## src/rtl/fdiv_cascade.sv

```systemverilog
// Cascaded clock-enable generator: a prescaler stage followed by identical decade
// stages, each producing a one-cycle tick and a near-50% square wave on one clock.
module fdiv_cascade #(
  parameter int PRE_DIV = 10000,
  parameter int DIV     = 10,
  parameter int STAGES  = 4,
  parameter int SEL_W   = 2
) (
  input  logic              clk,
  input  logic              rst_n,
  input  logic              en,
  input  logic              clr,
  input  logic [SEL_W-1:0]  sel,
  output logic [STAGES-1:0] tick,
  output logic [STAGES-1:0] sq,
  output logic              sel_tick,
  output logic              sel_sq
);

  localparam int PW   = $clog2(PRE_DIV);
  localparam int DW   = $clog2(DIV);
  localparam int NSEL = 2 ** SEL_W;

  if (PRE_DIV < 2) begin : g_bad_pre_div
    $error("fdiv_cascade: PRE_DIV must be at least 2");
  end
  if (DIV < 2) begin : g_bad_div
    $error("fdiv_cascade: DIV must be at least 2");
  end
  if (STAGES < 1 || STAGES > 16) begin : g_bad_stages
    $error("fdiv_cascade: STAGES must be in 1..16");
  end
  if (NSEL < STAGES) begin : g_bad_sel_w
    $error("fdiv_cascade: SEL_W too narrow to address every stage");
  end

  logic [STAGES-1:0] at_max;
  logic [STAGES-1:0] carry;
  logic [STAGES-1:0] sq_nxt;
  logic [STAGES-1:0] sq_hold;
  logic [NSEL-1:0]   tick_ext;
  logic [NSEL-1:0]   sq_ext;
  logic              sel_in;

  // Carry k fires when every stage 0..k sits on its terminal count; built from
  // the per-stage terminal flags so the chain has no combinational self-loop.
  always_comb begin
    logic c;
    c = en;
    for (int k = 0; k < STAGES; k++) begin
      c        = c & at_max[k];
      carry[k] = c;
    end
  end

  for (genvar k = 0; k < STAGES; k++) begin : g_stage
    if (k == 0) begin : g_pre
      logic [PW-1:0] cnt;
      logic [PW-1:0] cnt_nxt;

      assign at_max[0] = (cnt == PW'(PRE_DIV - 1));
      assign cnt_nxt   = !en ? cnt : (at_max[0] ? '0 : cnt + PW'(1));
      assign sq_nxt[0] = (cnt_nxt < PW'(PRE_DIV / 2));

      always_ff @(posedge clk) begin
        if (!rst_n || clr) cnt <= '0;
        else               cnt <= cnt_nxt;
      end
    end else begin : g_dec
      logic [DW-1:0] cnt;
      logic [DW-1:0] cnt_nxt;

      assign at_max[k] = (cnt == DW'(DIV - 1));
      assign cnt_nxt   = !carry[k-1] ? cnt : (at_max[k] ? '0 : cnt + DW'(1));
      assign sq_nxt[k] = (cnt_nxt < DW'(DIV / 2));

      always_ff @(posedge clk) begin
        if (!rst_n || clr) cnt <= '0;
        else               cnt <= cnt_nxt;
      end
    end
  end

  // Zero-extending to the full select range makes out-of-range sel read 0.
  assign sq_hold  = en ? sq_nxt : sq;
  assign tick_ext = NSEL'(carry);
  assign sq_ext   = NSEL'(sq_hold);
  assign sel_in   = (int'(sel) < STAGES);

  // Output registers: sel_* sample the next-state vectors so they stay aligned.
  always_ff @(posedge clk) begin
    if (!rst_n || clr) begin
      tick     <= '0;
      sq       <= '1;
      sel_tick <= 1'b0;
      sel_sq   <= sel_in;
    end else begin
      tick     <= carry;
      sq       <= sq_hold;
      sel_tick <= tick_ext[sel];
      sel_sq   <= sq_ext[sel];
    end
  end

endmodule

```

## config.mk

```make
export PLATFORM = sky130hd
export DESIGN_NAME = fdiv_cascade
export DESIGN_NICKNAME = d
export VERILOG_FILES = /design/src/rtl/fdiv_cascade.sv
export SDC_FILE = /design/constraint.sdc
export NUM_CORES = 1
export LEC_CHECK = 0
export CAP_MARGIN = 10
export CORE_ASPECT_RATIO = 0.6
export CORE_MARGIN = 8
export CORE_UTILIZATION = 25
export DETAILED_ROUTE_END_ITERATION = 8
export PLACE_DENSITY_LB_ADDON = 0.12
export SLEW_MARGIN = 25
export SYNTH_ARGS = -nofsm -noshare
export SYNTH_HDL_FRONTEND = slang
export SYNTH_SLANG_ARGS = --single-unit
```

## constraint.sdc

```tcl
create_clock -name clk -period 4.1 [get_ports clk]
set_input_delay 0.82 -clock clk [delete_from_list [all_inputs] [get_ports clk]]
set_output_delay 0.82 -clock clk [all_outputs]
set_load 0.1 [all_outputs]
```

# Word-level counts from Yosys, hierarchy flattened
# Cells that the tools add are included.
# Widths: inputs -> output; s select.
# totals
register_bits	36
output_inout_bits	10
# op_classes
n_addsub	4
magnitude_cmp	5
n_eq_ne	4
n_mux	13
bitwise	4
reduce_logical	2
# op_table
op	n
$mux 14	2
$mux 4	7
$add 14x1->14 const B	1
$eq 14x14->1 const B	1
$lt 14x13->1 const B	1
$add 4x1->4 const B	3
$eq 4x4->1 const B	3
$lt 4x3->1 const B	3
$and 1x1->1	4
$bmux 1 s2	2
$lt 2x3->1 const B	1
$mux 1	2
$logic_not 1->1	1
$logic_or 1x1->1	1

# Logic depth before layout (Yosys ltp)
# Gate-level depths: netlist of the first run.
# logic_depth
word_depth	9
depth_mapped	9
mapped_depth_nobuf	8

# Worst setup path after synthesis of the first run
# Ideal clock, no wire load.
# synth_timing
path_kind	input port to flip-flop
startpoint	input en
endpoint	register sel_sq
arrival_time_ns	2.418
t_required_ns	3.978
path_slack_ns	1.560
cell_stages	8
path_buffers	1
cell_sequence	buf_2 -> nand3_2 -> or4b_1 -> mux2i_1 -> a31oi_1 -> nor3_1 -> o211ai_1 -> a311o_1
# synth_via
elab_chain_len	8
elab_cells_between_ends	14
classes_between	4 x order compare; 7 x mux; 3 x bitwise
# synth_lines
element	line_no	source
start: declaration	11	input logic en,
$and 1x1->1 (3 in a row)	51	c = c & at_max[k];
$mux 4	74	assign cnt_nxt = !carry[k-1] ? cnt : (at_max[k] ? '0 : cnt + DW'(1));
$lt 4x3->1	75	assign sq_nxt[k] = (cnt_nxt < DW'(DIV / 2));
$mux 4 (*)	85	assign sq_hold = en ? sq_nxt : sq;
$bmux 1 s2 (*)	101	sel_sq <= sq_ext[sel];
$mux 1 (implied by the code) (*)	101	
end signal: assignment	96	sel_sq <= sel_in;
end signal: assignment	101	
end: declaration	17	output logic sel_sq
# Every way passes the cells marked *; elsewhere a longest branch is shown, timed or not. The select of a mux whose other input is x is not followed.
# A chain may end at the register's enable or synchronous reset.

# Worst setup path in the final report of the first run
# Same ends and word-level chain as after synthesis.

==> results.sh, run 1 <==
export IMPL_async_flop_share_pct=0
export IMPL_grt_max_degree=19
export IMPL_fin_skew_ns=0.00323
export IMPL_dp_hpwl_mm=3.52
export IMPL_dr_pass1_iters=4
export IMPL_ys_ff_latch=36
export IMPL_antenna_found_initial=0
export IMPL_cts_post_setup_buffers_inserted=0
export IMPL_peakVddDrop_mv=0.140
export IMPL_synth_cell_type_count=47
export IMPL_cts_sinks=36
export IMPL_slowest_stage="clkdlybuf4s50_1"
export IMPL_drt_iter0_drc=86
export IMPL_num_fill_cells=871
export IMPL_antenna_left=0
export IMPL_p_seq_share_pct=47.2
export IMPL_synth_fp_nets=247
export IMPL_regArea_um2=721
export IMPL_grt_total_usage_pct=9.48
export IMPL_vias_per_cell=4.69
export IMPL_p_leak_nw=0.719
export IMPL_yosys_top_cells_area="dfxtp_1 (37%), nor2_1 (7.4%), xnor2_1 (5.0%)"
export IMPL_ios=16
export IMPL_place_congestion=0.811
export IMPL_clkTransAtPathRegs_ns=0.05
export IMPL_combinationalPowerShare_pct=5.1
export IMPL_layout_nets=256
export IMPL_worstPathMaxFanout=10
export IMPL_root_buffer="clkbuf_16"
export IMPL_hold_path_class="reg -> reg"
export IMPL_fin_cells=357
export IMPL_clockBufferDepth=2
export IMPL_first_global_vias=1669
export IMPL_worst_ep_arrival_time_ns=3.03
export IMPL_dp_cells=350
export IMPL_diodes=0
export IMPL_cts_hold_buf=0
export IMPL_p_per_area_nw_per_um2=324
export IMPL_wirelength_mm=4.80
export IMPL_yosys_warnings=0
export IMPL_start_util_pct=25.2
export IMPL_crit_type="in -> reg"
export IMPL_h_tree_depth=2
export IMPL_synth_ff_type="dfxtp_1"
export IMPL_fin_tns_setup_ns=0
export IMPL_synth_largest_area_cell="dfxtp_1"
export IMPL_post_route_period_util_pct=69.9
export IMPL_fin_crit_ns=2.87
export IMPL_syn_instance_count=240
export IMPL_endpoint_kind="flop"
export IMPL_cp_start_kind="input port"
export IMPL_cts_buffers=5
export IMPL_core_area_um2=7690
export IMPL_grt_overflow=0
export IMPL_internal_power_mw=0.585
export IMPL_maxCapViolations=0
export IMPL_max_freq_mhz=349
export IMPL_seq_area_frac_synth_pct=37.1
export IMPL_crit_required_ns=4.26
export IMPL_drc=0
export IMPL_tightestPinTransition_ns=0.973
export IMPL_synth_edf_count=0
export IMPL_rsz0062_at_grt="false"
export IMPL_cts_resized=0
export IMPL_setup_viol_count_final=0
export IMPL_relSlewSlack_pct=34.9
export IMPL_dieArea_um2=10900
export IMPL_syn_area_um2=1940
export IMPL_max_stage_delay_ns=0.52
export IMPL_num_vias=1676
export IMPL_grt_pass1_wl_mm=8.31
export IMPL_slew_viol_final=0
export IMPL_cp_cell_sequence="clkdlybuf4s50_1 > and4_1 > nand4_4 > nor2_1 > o31ai_1 > a31oi_1 > nor3_1 > a311o_1"
export IMPL_multi_input_area_um2=1130
export IMPL_status="completed"
export IMPL_worst_hold_path_num_cells=2
export IMPL_clkPwrFrac_pct=47.7
export IMPL_synth_top_area_share_pct=37.1
export IMPL_rows=25
export IMPL_cts_tree="built"
export IMPL_r2r_cells=8
export IMPL_area_growth_pct=19.3
export IMPL_die_x_um=130
export IMPL_post_drt_wl_per_cell_um=13.4
export IMPL_switching_share_pct=21.8
export IMPL_die_h_um=84.2
export IMPL_synth_area_per_cell_um2=8.09
export IMPL_p_switching_mw=0.164
export IMPL_hold_viol=0
export IMPL_drive_gt1_share_pct=6.83
export IMPL_clk_latency_ns=0.28
export IMPL_io_buffers=15
==> routing by layer <==
layer | track usage (%) | vias up | routed length, µm
met5 | 0 | - | 0
met4 | 1.89 | 0 | 19
met3 | 3.35 | 2 | 249
met2 | 12.7 | 20 | 1760
met1 | 13.9 | 787 | 2770
li1 | - | 867 | -
==> critical path, delay by kind of cell <==
| family | cells | cell delay, ns |
|---|---|---|
| buffers and inverters | 1 | 0.52 |
| and+or+nand+nor | 4 | 1.02 |
| AOI/OAI and AO/OA | 3 | 0.65 |
==> layout by cell type (no fill, tap or decap), types with 5 or more instances in the layout <==
cell	n
a21oi_1	11
a31oi_1	6
clkbuf_16	5
clkdlybuf4s50_1	15
dfxtp_1	36
inv_1	7
nand2_1	16
nand2b_1	8
nand3_1	13
nand4_1	6
nor2_1	38
nor3_1	6
o21ai_0	8
xnor2_1	11
xor2_1	7
==> power by group through the flow <==
stage / Sequential (mW) / Clock (mW) / Combinational (mW)
after detailed placement: 0.361 / 0 / 0.0391
after floorplan: 0.369 / 0 / 0.0155
final: 0.353 / 0.357 / 0.0384
after global routing: 0.353 / 0.391 / 0.0413
after global placement: 0.361 / 0 / 0.0391
after CTS: 0.353 / 0.375 / 0.0392
==> flip-flops by register name (all words and copies together), names as in the netlist <==
signal,count
g_stage.g_pre.cnt,14
g_stage.g_dec.cnt,12
sq,4
tick,4
sel_sq,1
sel_tick,1
==> cell type report <==
type | count | area share, %
Clock buffer | 6 | 5.57
Clock inverter | 1 | 0.216
Inverter | 7 | 1.14
Multi-Input combinational cell | 181 | 48.6
Sequential cell | 36 | 31.1
Tap cell | 108 | 5.84
Timing Repair Buffer | 18 | 7.46
==> cell families (layout without fill, tap and decap cells) <==
logic type               after synthesis  after routing  share of synthesized area (%)
flip-flops                            36             36                           37.1
XOR/XNOR                              18             18                           8.12
AO/OA/AOI/OAI                         43             43                           14.4
AND/OR/NAND/NOR                      115            115                           32.8
buffers and inverters                 23             32                           4.84
adder cells (fa/ha/maj)                1              1                          0.645
multiplexers                           4              4                           2.06
==> synthesized netlist by cell type, types with 5 or more instances <==
cell type	instances
nor2_1	38
dfxtp_1	36
nand2_1	16
nand3_1	13
a21oi_1	11
xnor2_1	11
clkbuf_1	10
nand2b_1	8
o21ai_0	8
inv_1	7
xor2_1	7
a31oi_1	6
nand4_1	6
nor3_1	6
buf_2	5
==> worst paths after layout <==
kind | startpoint | end | slack [ns]
worst max-delay path | en | sel_sq | 1.23
worst min-delay path | g_stage[0].g_pre.cnt[1] | g_stage[0].g_pre.cnt[1] | 0.52
worst max register to register | g_stage[0].g_pre.cnt[0] | sel_sq | 1.57
worst min register to register | g_stage[0].g_pre.cnt[1] | g_stage[0].g_pre.cnt[1] | 0.52
==> per-stage QoR <==
stage | utilization [%] | total power, mW | setup slack [ns] | area (µm²) | hold slack (ns)
2_1_floorplan | - | 0.385 | 1.56 | 1940 | 0.477
3_3_place_gp | 28.3 | 0.400 | 0.944 | 2180 | 0.517
3_5_place_dp | 28.3 | 0.400 | 0.917 | 2180 | 0.501
4_1_cts | 30.1 | 0.767 | 1.19 | 2310 | 0.510
5_1_grt | 30.1 | 0.786 | 1.08 | 2310 | 0.531
6_report | 30.1 | 0.749 | 1.23 | 2310 | 0.515
Note: power is estimated with default switching activity, not from simulation.
==> inputs of run 2 (changes only) <==
==> constraint.sdc (replaced) <==
create_clock -name clk -period 2.45 [get_ports clk]
set_input_delay 0.49 -clock clk [delete_from_list [all_inputs] [get_ports clk]]
set_output_delay 0.49 -clock clk [all_outputs]
set_load 0.1 [all_outputs]
==> run 2 against run 1 <==
Against the previous run:
- clock skew about the same
- wire length increased by 4.6%
- die area unchanged
- critical path depth increased by 1
==> results.sh, run 2 (synthesized netlist as in run 1, its figures left out) <==
export IMPL_status="completed"
export IMPL_io_buffers=15
export IMPL_num_fill_cells=837
export IMPL_cp_cell_sequence="ha_1 > nand2_1 > buf_4 > nor4_2 > xnor2_1 > a311o_1 > o2111ai_1 > o211ai_1 > a311o_1"
export IMPL_wirelength_mm=5.02
export IMPL_drive_gt1_share_pct=19.4
export IMPL_cts_buffers=5
export IMPL_layout_setup_ws_ns=0.188
export IMPL_dr_pass1_iters=4
export IMPL_max_freq_mhz=442
export IMPL_drt_iter0_drc=150
export IMPL_final_cell_mix="nor2_1 (38), dfxtp_1 (36), buf_4 (36)"
export IMPL_final_common_cell="nor2_1"
export IMPL_p_switching_mw=0.299
export IMPL_regMostFlops="g_stage.g_pre.cnt"
export IMPL_hold_path_class="reg -> reg"
export IMPL_switching_share_pct=21.6
export IMPL_hold_ws_ns=0.553
export IMPL_maxCapViolations=0
export IMPL_place_congestion=0.765
export IMPL_fin_skew_ns=0.00339
export IMPL_cts_post_setup_buffers_inserted=0
export IMPL_path_common_cell="a311o_1"
export IMPL_finalCoreUtilization_pct=32.5
export IMPL_hold_viol=0
export IMPL_root_buffer="clkbuf_16"
export IMPL_grt_pass1_wl_mm=8.32
export IMPL_dp_slack_ns=-0.312
export IMPL_diodes=0
export IMPL_p_seq_share_pct=42.5
export IMPL_core_area_um2=7690
export IMPL_clockBufferDepth=2
export IMPL_dieArea_um2=10900
export IMPL_combinationalPowerShare_pct=4.8
export IMPL_setup_viol_count_final=0
export IMPL_clkPwrFrac_pct=52.7
export IMPL_vias_per_cell=4.60
export IMPL_area_growth_pct=29.0
export IMPL_dp_hpwl_mm=3.81
export IMPL_crit_required_ns=2.61
export IMPL_start_util_pct=25.2
export IMPL_max_stage_delay_ns=0.34
export IMPL_peakVddDrop_mv=0.200
export IMPL_p_per_area_nw_per_um2=554
export IMPL_crit_type="reg -> reg"
export IMPL_p_leak_nw=0.863
export IMPL_die_h_um=84.2
export IMPL_cts_tree="built"
export IMPL_grt_total_usage_pct=9.61
export IMPL_internal_power_mw=1.09
export IMPL_grt_overflow=0
export IMPL_drc=0
export IMPL_first_global_vias=1589
export IMPL_endpoint_kind="flop"
export IMPL_h_tree_depth=2
export IMPL_post_drt_wl_per_cell_um=13.2
export IMPL_ios=16
export IMPL_layout_nets=279
export IMPL_post_route_period_util_pct=92.3
export IMPL_slew_viol_final=0
export IMPL_grt_max_degree=21
export IMPL_die_x_um=130
export IMPL_cp_start_kind="flop"
export IMPL_fin_total_pwr_mw=1.39
export IMPL_top_regs="g_stage.g_pre.cnt (14), g_stage.g_dec.cnt (12)"
export IMPL_slowest_stage="dfxtp_1"
export IMPL_antenna_found_initial=0
export IMPL_cts_sinks=36
export IMPL_num_vias=1752
export IMPL_rsz0062_at_grt="false"
export IMPL_tightestPinTransition_ns=0.398
export IMPL_rows=25
export IMPL_clkTransAtPathRegs_ns=0.06
export IMPL_antenna_left=0
export IMPL_worstPathMaxFanout=5
export IMPL_clk_latency_ns=0.28
export IMPL_largest_reg_flops=14
export IMPL_relSlewSlack_pct=73.2
export IMPL_fin_crit_ns=2.26
export IMPL_worst_ep_arrival_time_ns=2.42
[run 2: changes by cell type in the layout (fill, tap and decap cells not counted), sizes merged]
cell,previous run,this run
clkinvlp,0,1
dlymetal6s2s,0,1
clkdlybuf4s50,15,4
bufinv,0,1
buf,3,36
clkbuf,6,5
[run 2: worst paths after layout]
kind         endpoint  cells past startpoint  slack, ns                     from
max            sel_sq                      9       0.19  g_stage[0].g_pre.cnt[0]
min           tick[3]                      2       0.55  g_stage[3].g_dec.cnt[3]
max reg2reg    sel_sq                      9       0.19  g_stage[0].g_pre.cnt[0]
min reg2reg   tick[3]                      2       0.55  g_stage[3].g_dec.cnt[3]
[run 2: critical path, delay by kind of cell, from the launching register on]
family / cells / cell delay, ns
AOI/OAI and AO/OA: 4 / 0.87
and+or+nand+nor: 2 / 0.38
DFF: 1 / 0.34
adders and majority gates: 1 / 0.23
buffers and inverters: 1 / 0.16
xor gates and xnor gates: 1 / 0.16
[run 2: layer usage]
layer / wire, µm / global-route usage (%) / vias up
met5: 0 / 0 / -
met4: 19 / 2.20 / 0
met3: 238 / 3.29 / 2
met2: 1770 / 11.5 / 33
met1: 2990 / 15.1 / 800
li1: - / - / 917
[run 2: power by group through the flow]
stage | logic, mW | clock network, mW | registers [mW]
after detailed placement | 0.0665 | 0 | 0.603
final | 0.0663 | 0.731 | 0.590
after floorplan | 0.0259 | 0 | 0.618
after CTS | 0.0667 | 0.760 | 0.590
after global placement | 0.0663 | 0 | 0.604
after global routing | 0.0715 | 0.789 | 0.590
[run 2: stage by stage]
step	std cells	TNS [ns]	instance area, µm²
floorplan	240	0	1940
global placement	373	-0.432	2330
detailed placement	373	-0.519	2330
CTS	381	0	2500
global route	381	0	2500
finish	381	0	2500
[run 2: what timing repair did]
action / in CTS / in global routing
setup endpoints to repair: 1 / 1
hold buffers: 0 / 0
resized for setup: 1 / 1
pin swaps: 0 / 2
[run 2: area by class of cell]
cell class	instances	area (µm²)	area share, %
inverters	7	26.3	1.05
clock inverters	3	42.5	1.70
repair buffers	41	323	12.9
clock buffers	5	125	5.00
flip-flops and latches	36	721	28.8
multi-input cells	181	1130	45.2
well taps	108	135	5.40
==> inputs of run 3 (changes only) <==
--- a/config.mk
+++ b/config.mk
@@ -5,7 +5,7 @@
 export SDC_FILE = /design/constraint.sdc
 export NUM_CORES = 1
 export LEC_CHECK = 0
-export CAP_MARGIN = 10
+export CAP_MARGIN = 20
 export CORE_ASPECT_RATIO = 0.6
 export CORE_MARGIN = 8
 export CORE_UTILIZATION = 25
==> constraint.sdc (replaced) <==
create_clock -name clk -period 2.45 [get_ports clk]
set_input_delay 0.735 -clock clk [delete_from_list [all_inputs] [get_ports clk]]
set_output_delay 0.735 -clock clk [all_outputs]
set_load 0.1 [all_outputs]
==> run 3 against run 2 <==
Against the previous run:
- clock power shrank 9.0%
- wire length shrank 0.36%
- critical path type is now in -> reg
- total power shrank 4.3%
- utilization grew 0.80 points
- register-to-register slack is essentially flat
- critical path depth is the same
- final area grew 2.4%
- die area is the same
- first-iteration DRC count shrank 28%
==> results.sh, run 3 (synthesized netlist as in run 1, its figures left out) <==
export IMPL_drc=0
export IMPL_drive_gt1_share_pct=21.5
export IMPL_start_util_pct=25.2
export IMPL_rows=25
export IMPL_root_buffer="clkbuf_16"
export IMPL_diodes=0
export IMPL_p_switching_mw=0.286
export IMPL_grt_max_degree=20
export IMPL_final_cell_mix="buf_4 (42), nor2_1 (38), dfxtp_1 (36)"
export IMPL_slowest_stage="a311o_1"
export IMPL_cts_tree="built"
export IMPL_grt_pass1_wl_mm=8.58
export IMPL_cp_start_kind="input port"
export IMPL_fin_crit_ns=2.37
export IMPL_cp_cell_sequence="dlygate4sd2_1 > nand3_4 > buf_4 > nor4_2 > xnor2_1 > a311o_1 > o2111ai_1 > o211ai_1 > a311o_1"
export IMPL_worst_ep_arrival_time_ns=2.53
export IMPL_peakVddDrop_mv=0.255
export IMPL_p_leak_nw=0.886
export IMPL_regMostFlops="g_stage.g_pre.cnt"
export IMPL_relSlewSlack_pct=69.5
export IMPL_io_buffers=15
export IMPL_fin_skew_ns=0.00352
export IMPL_dr_pass1_iters=4
export IMPL_cts_buffers=5
export IMPL_clockBufferDepth=2
export IMPL_clk_latency_ns=0.28
export IMPL_clkPwrFrac_pct=50.1
export IMPL_combinationalPowerShare_pct=5.5
export IMPL_slew_viol_final=0
export IMPL_die_x_um=130
export IMPL_area_growth_pct=32.2
export IMPL_regArea_um2=721
export IMPL_internal_power_mw=1.04
export IMPL_grt_total_usage_pct=9.87
export IMPL_num_vias=1745
export IMPL_finalCoreUtilization_pct=33.3
export IMPL_tightestPinTransition_ns=0.453
export IMPL_num_fill_cells=839
export IMPL_crit_required_ns=2.62
export IMPL_vias_per_cell=4.51
export IMPL_path_common_cell="a311o_1"
export IMPL_largest_reg_flops=14
export IMPL_p_seq_share_pct=44.5
export IMPL_antenna_found_initial=0
export IMPL_clkTransAtPathRegs_ns=0.06
export IMPL_crit_type="in -> reg"
export IMPL_setup_viol_count_final=0
export IMPL_top_regs="g_stage.g_pre.cnt (14), g_stage.g_dec.cnt (12)"
export IMPL_first_global_vias=1628
export IMPL_maxCapViolations=0
export IMPL_worstPathMaxFanout=6
export IMPL_rsz0062_at_grt="false"
export IMPL_max_freq_mhz=422
export IMPL_p_per_area_nw_per_um2=518
export IMPL_final_common_cell="buf_4"
export IMPL_post_drt_wl_per_cell_um=12.9
export IMPL_core_area_um2=7690
export IMPL_max_stage_delay_ns=0.32
export IMPL_cts_sinks=36
export IMPL_drt_iter0_drc=108
export IMPL_switching_share_pct=21.5
export IMPL_dieArea_um2=10900
export IMPL_hold_ws_ns=0.510
export IMPL_dp_hpwl_mm=3.80
export IMPL_grt_overflow=0
export IMPL_hold_path_class="reg -> reg"
export IMPL_multi_input_area_um2=1150
export IMPL_die_h_um=84.2
export IMPL_ios=16
export IMPL_place_congestion=0.758
export IMPL_antenna_left=0
export IMPL_hold_viol=0
export IMPL_layout_nets=286
export IMPL_endpoint_kind="flop"
export IMPL_wirelength_mm=5.00
export IMPL_h_tree_depth=2
export IMPL_post_route_period_util_pct=96.6
export IMPL_status="completed"
run 3: power groups by stage:
stage	logic, mW	registers (mW)	clock network (mW)
2_1_floorplan	0.0262	0.618	0
3_3_place_gp	0.0734	0.604	0
3_5_place_dp	0.0732	0.604	0
4_1_cts	0.0726	0.591	0.695
5_1_grt	0.0782	0.591	0.721
6_report	0.0724	0.591	0.665
run 3: area by class of cell:
| class | count | area share, % |
|---|---|---|
| well taps | 108 | 5.27 |
| flip-flops and latches | 36 | 28.1 |
| repair buffers | 48 | 15.0 |
| multi-input cells | 181 | 44.7 |
| clock buffers | 7 | 5.95 |
| inverters | 7 | 1.02 |
run 3: per-stage QoR:
stage          area [µm²]  std cells  worst slack (ns)  total power [mW]  setup TNS (ns)
6_report             2560        387            0.0825              1.33               0
5_1_grt              2560        387           0.00571              1.39               0
4_1_cts              2550        386            0.0482              1.36               0
3_5_place_dp         2380        377            -0.551             0.677           -4.58
3_3_place_gp         2380        377            -0.503             0.677           -4.07
2_1_floorplan        1950        240            0.0283             0.644               0
run 3: critical path, delay by kind of cell:
| kind | cells | cell delay, ns |
|---|---|---|
| buf+inv | 2 | 0.46 |
| simple gates | 2 | 0.36 |
| compound gates | 4 | 0.83 |
| xor+xnor | 1 | 0.15 |
run 3: path summary, 6_finish.rpt:
| kind | start | slack [ns] | end | cells past startpoint |
|---|---|---|---|---|
| worst max-delay path | en | 0.08 | sel_sq | 9 |
| worst min-delay path | g_stage[0].g_pre.cnt[1] | 0.51 | g_stage[0].g_pre.cnt[1] | 2 |
| worst max register to register | g_stage[0].g_pre.cnt[0] | 0.20 | sel_sq | 9 |
| worst min register to register | g_stage[0].g_pre.cnt[1] | 0.51 | g_stage[0].g_pre.cnt[1] | 2 |
run 3: metal layers:
layer	track usage, %	wire (µm)	up-vias	part of all wire (%)
met3	3.04	206	5	4.1
li1	-	-	928	-
met2	11.8	1710	20	34
met1	15.7	3040	792	61
met4	2.52	42	0	0.84
met5	0	0	-	0
run 3: repair_timing:
| item | in CTS | in global routing |
|---|---|---|
| endpoints found under the hold margin | 0 | 0 |
| hold buffers | 0 | 0 |
| endpoints found under the setup margin | 4 | 1 |
| buffers inserted | 2 | 1 |
| pin swaps | 2 | 1 |
| gates resized for setup | 2 | 1 |
